==> src/rtl/multi_port_fifo_if.sv <==
// Multi-lane valid/ready handshake bundle.
// The master drives valid/data, the slave drives ready.
interface multi_port_fifo_if #(
    parameter int N = 2,
    parameter int W = 32
);
    logic [N-1:0]        valid;
    logic [N-1:0]        ready;
    logic [N-1:0][W-1:0] data;

    modport master (
        output valid,
        output data,
        input  ready
    );

    modport slave (
        input  valid,
        input  data,
        output ready
    );
endinterface

==> src/rtl/multi_port_fifo.sv <==
// Multi-lane circular FIFO with prefix enqueue/dequeue,
// single-cycle flush and exact occupancy count.
module multi_port_fifo #(
    parameter int N_ENTRIES   = 8,
    parameter int ENTRY_WIDTH = 32,
    parameter int N_ENQ       = 2,
    parameter int N_DEQ       = 2,
    localparam int CTR_WIDTH  = $clog2(N_ENTRIES) + 1
) (
    input  logic                 clk,
    input  logic                 rst_aL,
    input  logic                 flush,
    multi_port_fifo_if.slave     enq,
    multi_port_fifo_if.master    deq,
    output logic [CTR_WIDTH-1:0] count
);
    localparam int PTR_W = CTR_WIDTH - 1;

    typedef logic [ENTRY_WIDTH-1:0] entry_t;

    logic [CTR_WIDTH-1:0] enq_ctr_q, enq_ctr_d;
    logic [CTR_WIDTH-1:0] deq_ctr_q, deq_ctr_d;
    logic [CTR_WIDTH-1:0] free;
    logic [CTR_WIDTH-1:0] n_enq, n_deq;
    logic [PTR_W-1:0]     enq_ptr, deq_ptr;
    logic [N_ENQ-1:0]     enq_acc;
    logic [N_DEQ-1:0]     deq_acc;
    logic                 enq_go, deq_go;
    entry_t               mem_q [N_ENTRIES];
    entry_t               mem_d [N_ENTRIES];

    // Counters carry one extra bit so full and empty differ.
    assign count   = enq_ctr_q - deq_ctr_q;
    assign free    = CTR_WIDTH'(N_ENTRIES) - count;
    assign enq_ptr = enq_ctr_q[PTR_W-1:0];
    assign deq_ptr = deq_ctr_q[PTR_W-1:0];

    always_comb begin
        enq.ready = '0;
        for (int i = 0; i < N_ENQ; i++) begin
            enq.ready[i] = !flush && (free > CTR_WIDTH'(i));
        end
    end

    always_comb begin
        deq.valid = '0;
        deq.data  = '0;
        for (int i = 0; i < N_DEQ; i++) begin
            deq.valid[i] = !flush && (count > CTR_WIDTH'(i));
            deq.data[i]  = mem_q[deq_ptr + PTR_W'(i)];
        end
    end

    // Readiness is monotone in lane index, so a running AND
    // gives the accepted prefix.
    always_comb begin
        enq_acc = '0;
        n_enq   = '0;
        enq_go  = 1'b1;
        for (int i = 0; i < N_ENQ; i++) begin
            enq_go     = enq_go && enq.valid[i] && enq.ready[i];
            enq_acc[i] = enq_go;
            n_enq      = n_enq + CTR_WIDTH'(enq_go);
        end
    end

    always_comb begin
        deq_acc = '0;
        n_deq   = '0;
        deq_go  = 1'b1;
        for (int i = 0; i < N_DEQ; i++) begin
            deq_go     = deq_go && deq.ready[i] && deq.valid[i];
            deq_acc[i] = deq_go;
            n_deq      = n_deq + CTR_WIDTH'(deq_go);
        end
    end

    always_comb begin
        mem_d     = mem_q;
        enq_ctr_d = enq_ctr_q + n_enq;
        deq_ctr_d = deq_ctr_q + n_deq;
        for (int i = 0; i < N_ENQ; i++) begin
            if (enq_acc[i]) begin
                mem_d[enq_ptr + PTR_W'(i)] = enq.data[i];
            end
        end
        if (flush) begin
            enq_ctr_d = '0;
            deq_ctr_d = '0;
        end
    end

    always_ff @(posedge clk or negedge rst_aL) begin
        if (!rst_aL) begin
            enq_ctr_q <= '0;
            deq_ctr_q <= '0;
            for (int i = 0; i < N_ENTRIES; i++) begin
                mem_q[i] <= '0;
            end
        end else begin
            enq_ctr_q <= enq_ctr_d;
            deq_ctr_q <= deq_ctr_d;
            for (int i = 0; i < N_ENTRIES; i++) begin
                mem_q[i] <= mem_d[i];
            end
        end
    end
endmodule

==> src/flat_wrapper.sv <==
// flat-port wrapper written by rule: the top's interface ports become plain ports
module multi_port_fifo_flat 
#(
    parameter int N_ENTRIES   = 8,
    parameter int ENTRY_WIDTH = 32,
    parameter int N_ENQ       = 2,
    parameter int N_DEQ       = 2,
    localparam int CTR_WIDTH  = $clog2(N_ENTRIES) + 1
)
  (clk, rst_aL, flush, count, enq_valid, enq_data, enq_ready, deq_valid, deq_data, deq_ready);
  multi_port_fifo_if #(.N(2), .W(32)) enq_i ();
  multi_port_fifo_if #(.N(2), .W(32)) deq_i ();
  input  logic clk;
  input  logic rst_aL;
  input  logic flush;
  output logic [CTR_WIDTH-1:0] count;
  input wire logic [$bits(enq_i.valid)-1:0] enq_valid;
  input wire logic [$bits(enq_i.data)-1:0] enq_data;
  output wire logic [$bits(enq_i.ready)-1:0] enq_ready;
  output wire logic [$bits(deq_i.valid)-1:0] deq_valid;
  output wire logic [$bits(deq_i.data)-1:0] deq_data;
  input wire logic [$bits(deq_i.ready)-1:0] deq_ready;
  assign enq_i.valid = enq_valid;
  assign enq_i.data = enq_data;
  assign enq_ready = enq_i.ready;
  assign deq_valid = deq_i.valid;
  assign deq_data = deq_i.data;
  assign deq_i.ready = deq_ready;
  multi_port_fifo #(.N_ENTRIES(N_ENTRIES), .ENTRY_WIDTH(ENTRY_WIDTH), .N_ENQ(N_ENQ), .N_DEQ(N_DEQ)) u_core (.clk(clk), .rst_aL(rst_aL), .flush(flush), .enq(enq_i), .deq(deq_i), .count(count));
endmodule
==> config.mk <==
export PLATFORM = sky130hd
export DESIGN_NAME = multi_port_fifo_flat
export DESIGN_NICKNAME = d
export VERILOG_FILES = /design/src/rtl/multi_port_fifo_if.sv /design/src/rtl/multi_port_fifo.sv /design/src/flat_wrapper.sv
export SDC_FILE = /design/constraint.sdc
export NUM_CORES = 1
export LEC_CHECK = 0
export CAP_MARGIN = 20
export CORE_MARGIN = 2
export CORE_UTILIZATION = 40
export CTS_BUF_LIST = sky130_fd_sc_hd__clkbuf_8 sky130_fd_sc_hd__clkbuf_16
export DETAILED_ROUTE_END_ITERATION = 8
export PLACE_DENSITY_LB_ADDON = 0.12
export SYNTH_ARGS = -nofsm -noshare
export SYNTH_HDL_FRONTEND = slang
export SYNTH_SLANG_ARGS = --single-unit
==> constraint.sdc <==
create_clock -name clk -period 10.88 [get_ports clk]
set_input_delay 2.176 -clock clk [delete_from_list [all_inputs] [get_ports clk]]
set_output_delay 2.176 -clock clk [all_outputs]
set_load 0.005 [all_outputs]
==> results.txt <==
----------------------------------------------------
[Global routing]
  Global-route wire length before repair ... 114000 um
  Most used routing layer in global routing ... met2
  Met2 usage ... 51.1%
  GRT Overall Usage ... 32.3%
  GR Util met3 ... under 10%
  Vias in the first global route ... 17500
  Remaining Overflow, GRT ... 0
  Maximum number of pins on one net before global-route repair ... 96
  Global Route met1 Usage ... 44.6%
  Initial antenna violation count ... 0

[Yosys]
  Basic-gate share of the synthesized area counting and, or, nand and nor cells ... approximately an eighth
  Syn_nets ... 2050
  Most repeated cell in the gate-level netlist after synthesis ... sky130_fd_sc_hd__a21oi_1
  Number of enable flip-flop cells after synthesis ... 0
  Post-synthesis mux area share ... 18.2%
  Synth top cells by count ... 266 x sky130_fd_sc_hd__a21oi_1, 264 x sky130_fd_sc_hd__dfrtp_1, 256 x sky130_fd_sc_hd__a31oi_1, 227 x sky130_fd_sc_hd__nand2_1, 222 x sky130_fd_sc_hd__o21ai_0
  Synthesized-area fraction occupied by ao, oa, aoi and oai cells ... 24.9%
  Adder-cell share of the synthesized area ... 1.11%
  Flip-flop and latch count after synthesis ... roughly 260
  Ranking of synthesized cells by area ... sky130_fd_sc_hd__dfrtp_1 37%, sky130_fd_sc_hd__mux4_2 16%, sky130_fd_sc_hd__a31oi_1 9.0%
  Number of instances in the synthesized netlist ... 1965
  Cell taking the most area after synthesis ... sky130_fd_sc_hd__dfrtp_1
  Main combinational cell family by area after synthesis ... compound AO/OA/AOI/OAI gates
  Sequential-to-total area share from yosys stat ... 37.1%
  Yosys warnings ... 0
  Fraction of registers with async set/reset ... 100%
  Area share of xor/xnor cells in the synthesized design ... 0.682%
  Mapped Area ... 17800 um2
  Flip-flop cell with the highest count after synthesis ... sky130_fd_sc_hd__dfrtp_1
  Top cell type's share of synthesized area ... 37.1%
  Synthesized area per cell ... 9.06 um2
  Number of unique standard cell types used by synthesis ... 48

[STA]
  Slew at the pin closest to its max-slew limit ... 1120 ps
  Setup TNS ... 0 ps
  Share of the clock period used by the worst path after layout ... 63.2%
  Slack of the critical path ... roughly 4000 ps
  Clock Skews ... 20.2 ps
  Period minus WS final ... between 6000 and 7000 ps
  Final setup violation count ... 0
  Final count of pins violating max slew ... 0
  Fin. Hold Viols ... 0
  Worst slew slack as a fraction of its limit ... 25.5%
  RSZ-0062 raised after global routing ... false
  Fmax ... 145 MHz

[Outcome]
  Status ... finished clean

[Final layout]
  Area overhead of the layout relative to synthesis ... 15.3%
  # diodes ... 0
  Final Net Count ... approximately 2000
  Post-layout instance area ... about 21000 um2
  Layout cell share with drive strength beyond 1 ... 15.0%
  Non-filler cells in the finished layout ... 2550

[Clock tree]
  Clock-pin slew on the worst setup and hold paths ... 60 ps
  Clock insertion delay at the later pin of the skew report ... 590 ps
  Number of instances resized during post-cts repair ... 0
  H-tree levels ... 1
  Worst-case clock buffer depth ... 3
  Number of clock sinks seen by CTS ... 264
  Clk root buf ... sky130_fd_sc_hd__clkbuf_16
  Total setup buffers inserted after CTS ... 0
  Count of hold-fix buffers inserted at cts ... 0
  CTS tree ... built
  Cts bufs inserted ... 31

[Critical path]
  Maximum fanout encountered on the critical timing path ... 18
  Worst path arrival time ... 4700 ps
  R2r setup slk ... 5420 ps
  Worst path slowest cell ... sky130_fd_sc_hd__clkinv_1
  Cell chain of the critical path ... clkinv_1, buf_4, ha_1, and3b_1, o21ai_2, nand2_1, inv_1, o21ai_0, nor2_1, clkdlybuf4s50_1
  Maximum cell stage delay along the critical path ... 850 ps
  Data required time of the critical path ... 8700 ps
  Type of element launching the critical path ... flip-flop
  Critical Path End Type ... output pin
  Critical Setup Path Class ... reg -> out

[Route]
  DR DRC count ... 0
  Total iterations of the first detailed-routing run ... 6
  Wire length per cell ... 29.8 um
  Initial DRC Count ... about 2600
  Post-detailed-routing wire length ... 76000 um
  Vias per cell ... 6.90
  Detail Route Antenna Nets ... 0
  Number of vias in the routed layout ... 17600

[Pwr]
  Sequential power share ... 32.2%
  Part of the power in the clock network ... 22.1%
  Switch share ... between 30% and 40%
  Power dissipated by switching net loads ... 1910 uW
  Cell-internal power ... 3130 uW
  Power density of the placed cells ... approximately 250 nW/um2
  Leakage power summed over all cells ... 0.00755 uW
  Peak supply drop ... between 0.1 and 0.15 mV
  Comb pwr share ... 45.7%
  Post-route total power ... 5040 uW

[Floorplanning]
  Initial cell density of the core ... 40.4%
  # rows ... 77
  Horizontal extent of the die ... 215 um
  Area of the die ... 46200 um2
  Vertical die dimension ... 215 um
  Area of the core ... between 40000 and 50000 um2
  Ports placed on the boundary ... around 140

[Place]
  Sum of net half-perimeters after detailed placement ... 39700 um
  Cell Count Post-Placement ... 2493
  Worst setup slack after placement ... 4710 ps
  Number of I/O port buffers ... 142
  Placed standard-cell area ... 19500 um2
  Routability-driven placement congestion ratio ... 0.805

[Run]
  Max-capacitance violation count ... 0

[Hold path]
  Min-Delay Path Class ... reg -> reg

----------------------------------------------------
-- metrics by stage --
stage	hold WS (ps)	utilization, %
6_report	581	46.6
5_1_grt	601	46.6
3_3_place_gp	557	44.2
2_1_floorplan	540	-
4_1_cts	579	46.6
3_5_place_dp	571	44.2
-- cell usage in the layout, fill, tap and decap left out, drive strengths merged, types with 2 or more instances in the layout --
cell,netlist,routed
a21oi,268,268
dfrtp,264,264
o21ai,262,262
a31oi,256,256
nand2,227,227
clkdlybuf4s50,0,141
nand3,131,131
mux4,128,128
buf,105,49
clkbuf,149,42
nor2b,39,39
mux2,32,32
inv,8,14
nor2,12,12
ha,11,11
and2,9,9
a211oi,9,9
nor3,7,7
xnor2,7,7
clkinv,1,6
nand4b,5,5
o2111ai,4,4
nand4,4,4
or3,4,4
a2111oi,4,4
nor4,4,4
fa,3,3
bufinv,0,3
xor2,3,3
nand2b,2,2
nand4bb,2,2
-- power by group through the flow --
stage	combinational (uW)	clock, uW	sequential (uW)
global route	2470	1160	1660
finish	2300	1120	1620
global placement	2250	0	1610
floorplan	1440	0	1480
detailed placement	2280	0	1620
CTS	2290	1120	1610
-- worst max-delay path: cells and delay by family, from the launching register on --
kind | cells | cell delay, ps
buf+inv | 4 | 2090
simple gates | 3 | 680
compound gates | 2 | 520
fa+ha+maj | 1 | 470
flops | 1 | 360
-- per-layer routing --
| metal | vias to the layer above | part of all wire [%] |
|---|---|---|
| met5 | - | 0 |
| met4 | 0 | 3.2 |
| met3 | 177 | 9.9 |
| met2 | 1139 | 46 |
| met1 | 8938 | 40 |
| li1 | 7329 | - |
-- cells by family after synthesis --
group                    after synthesis
flip-flops                           264
AND/OR/NAND/NOR                      450
XOR/XNOR                              10
adder cells (fa/ha/maj)               14
AO/OA/AOI/OAI                        804
multiplexers                         160
buffers and inverters                263
-- cell type report --
cell class | count | area (um2)
Sequential cell | 264 | 6620
Clock buffer | 42 | 927
Timing Repair Buffer | 190 | 1790
Fill cell | 4151 | 23500
Multi-Input combinational cell | 1438 | 10300
Tap cell | 592 | 741
Clock inverter | 15 | 144
Inverter | 9 | 35.0
-- flip-flops by register name (all words and copies together) (netlist names) --
register	cells
u_core.deq_ctr_q	4
u_core.enq_ctr_q	4
u_core.mem_q	256
-- path summary, 6_finish.rpt --
path                                startpoint           endpoint  depth (start not counted)
setup reg to reg           u_core.deq_ctr_q[2]  u_core.mem_q[121]                         10
hold reg to reg               u_core.mem_q[42]   u_core.mem_q[42]                          2
setup / recovery           u_core.deq_ctr_q[2]       enq_ready[1]                         10
max in group asynchronous               rst_aL   u_core.mem_q[17]                          3
min in group asynchronous               rst_aL  u_core.mem_q[189]                          1
hold / removal                u_core.mem_q[42]   u_core.mem_q[42]                          2
No activity file was read; power rests on OpenSTA's default activity.
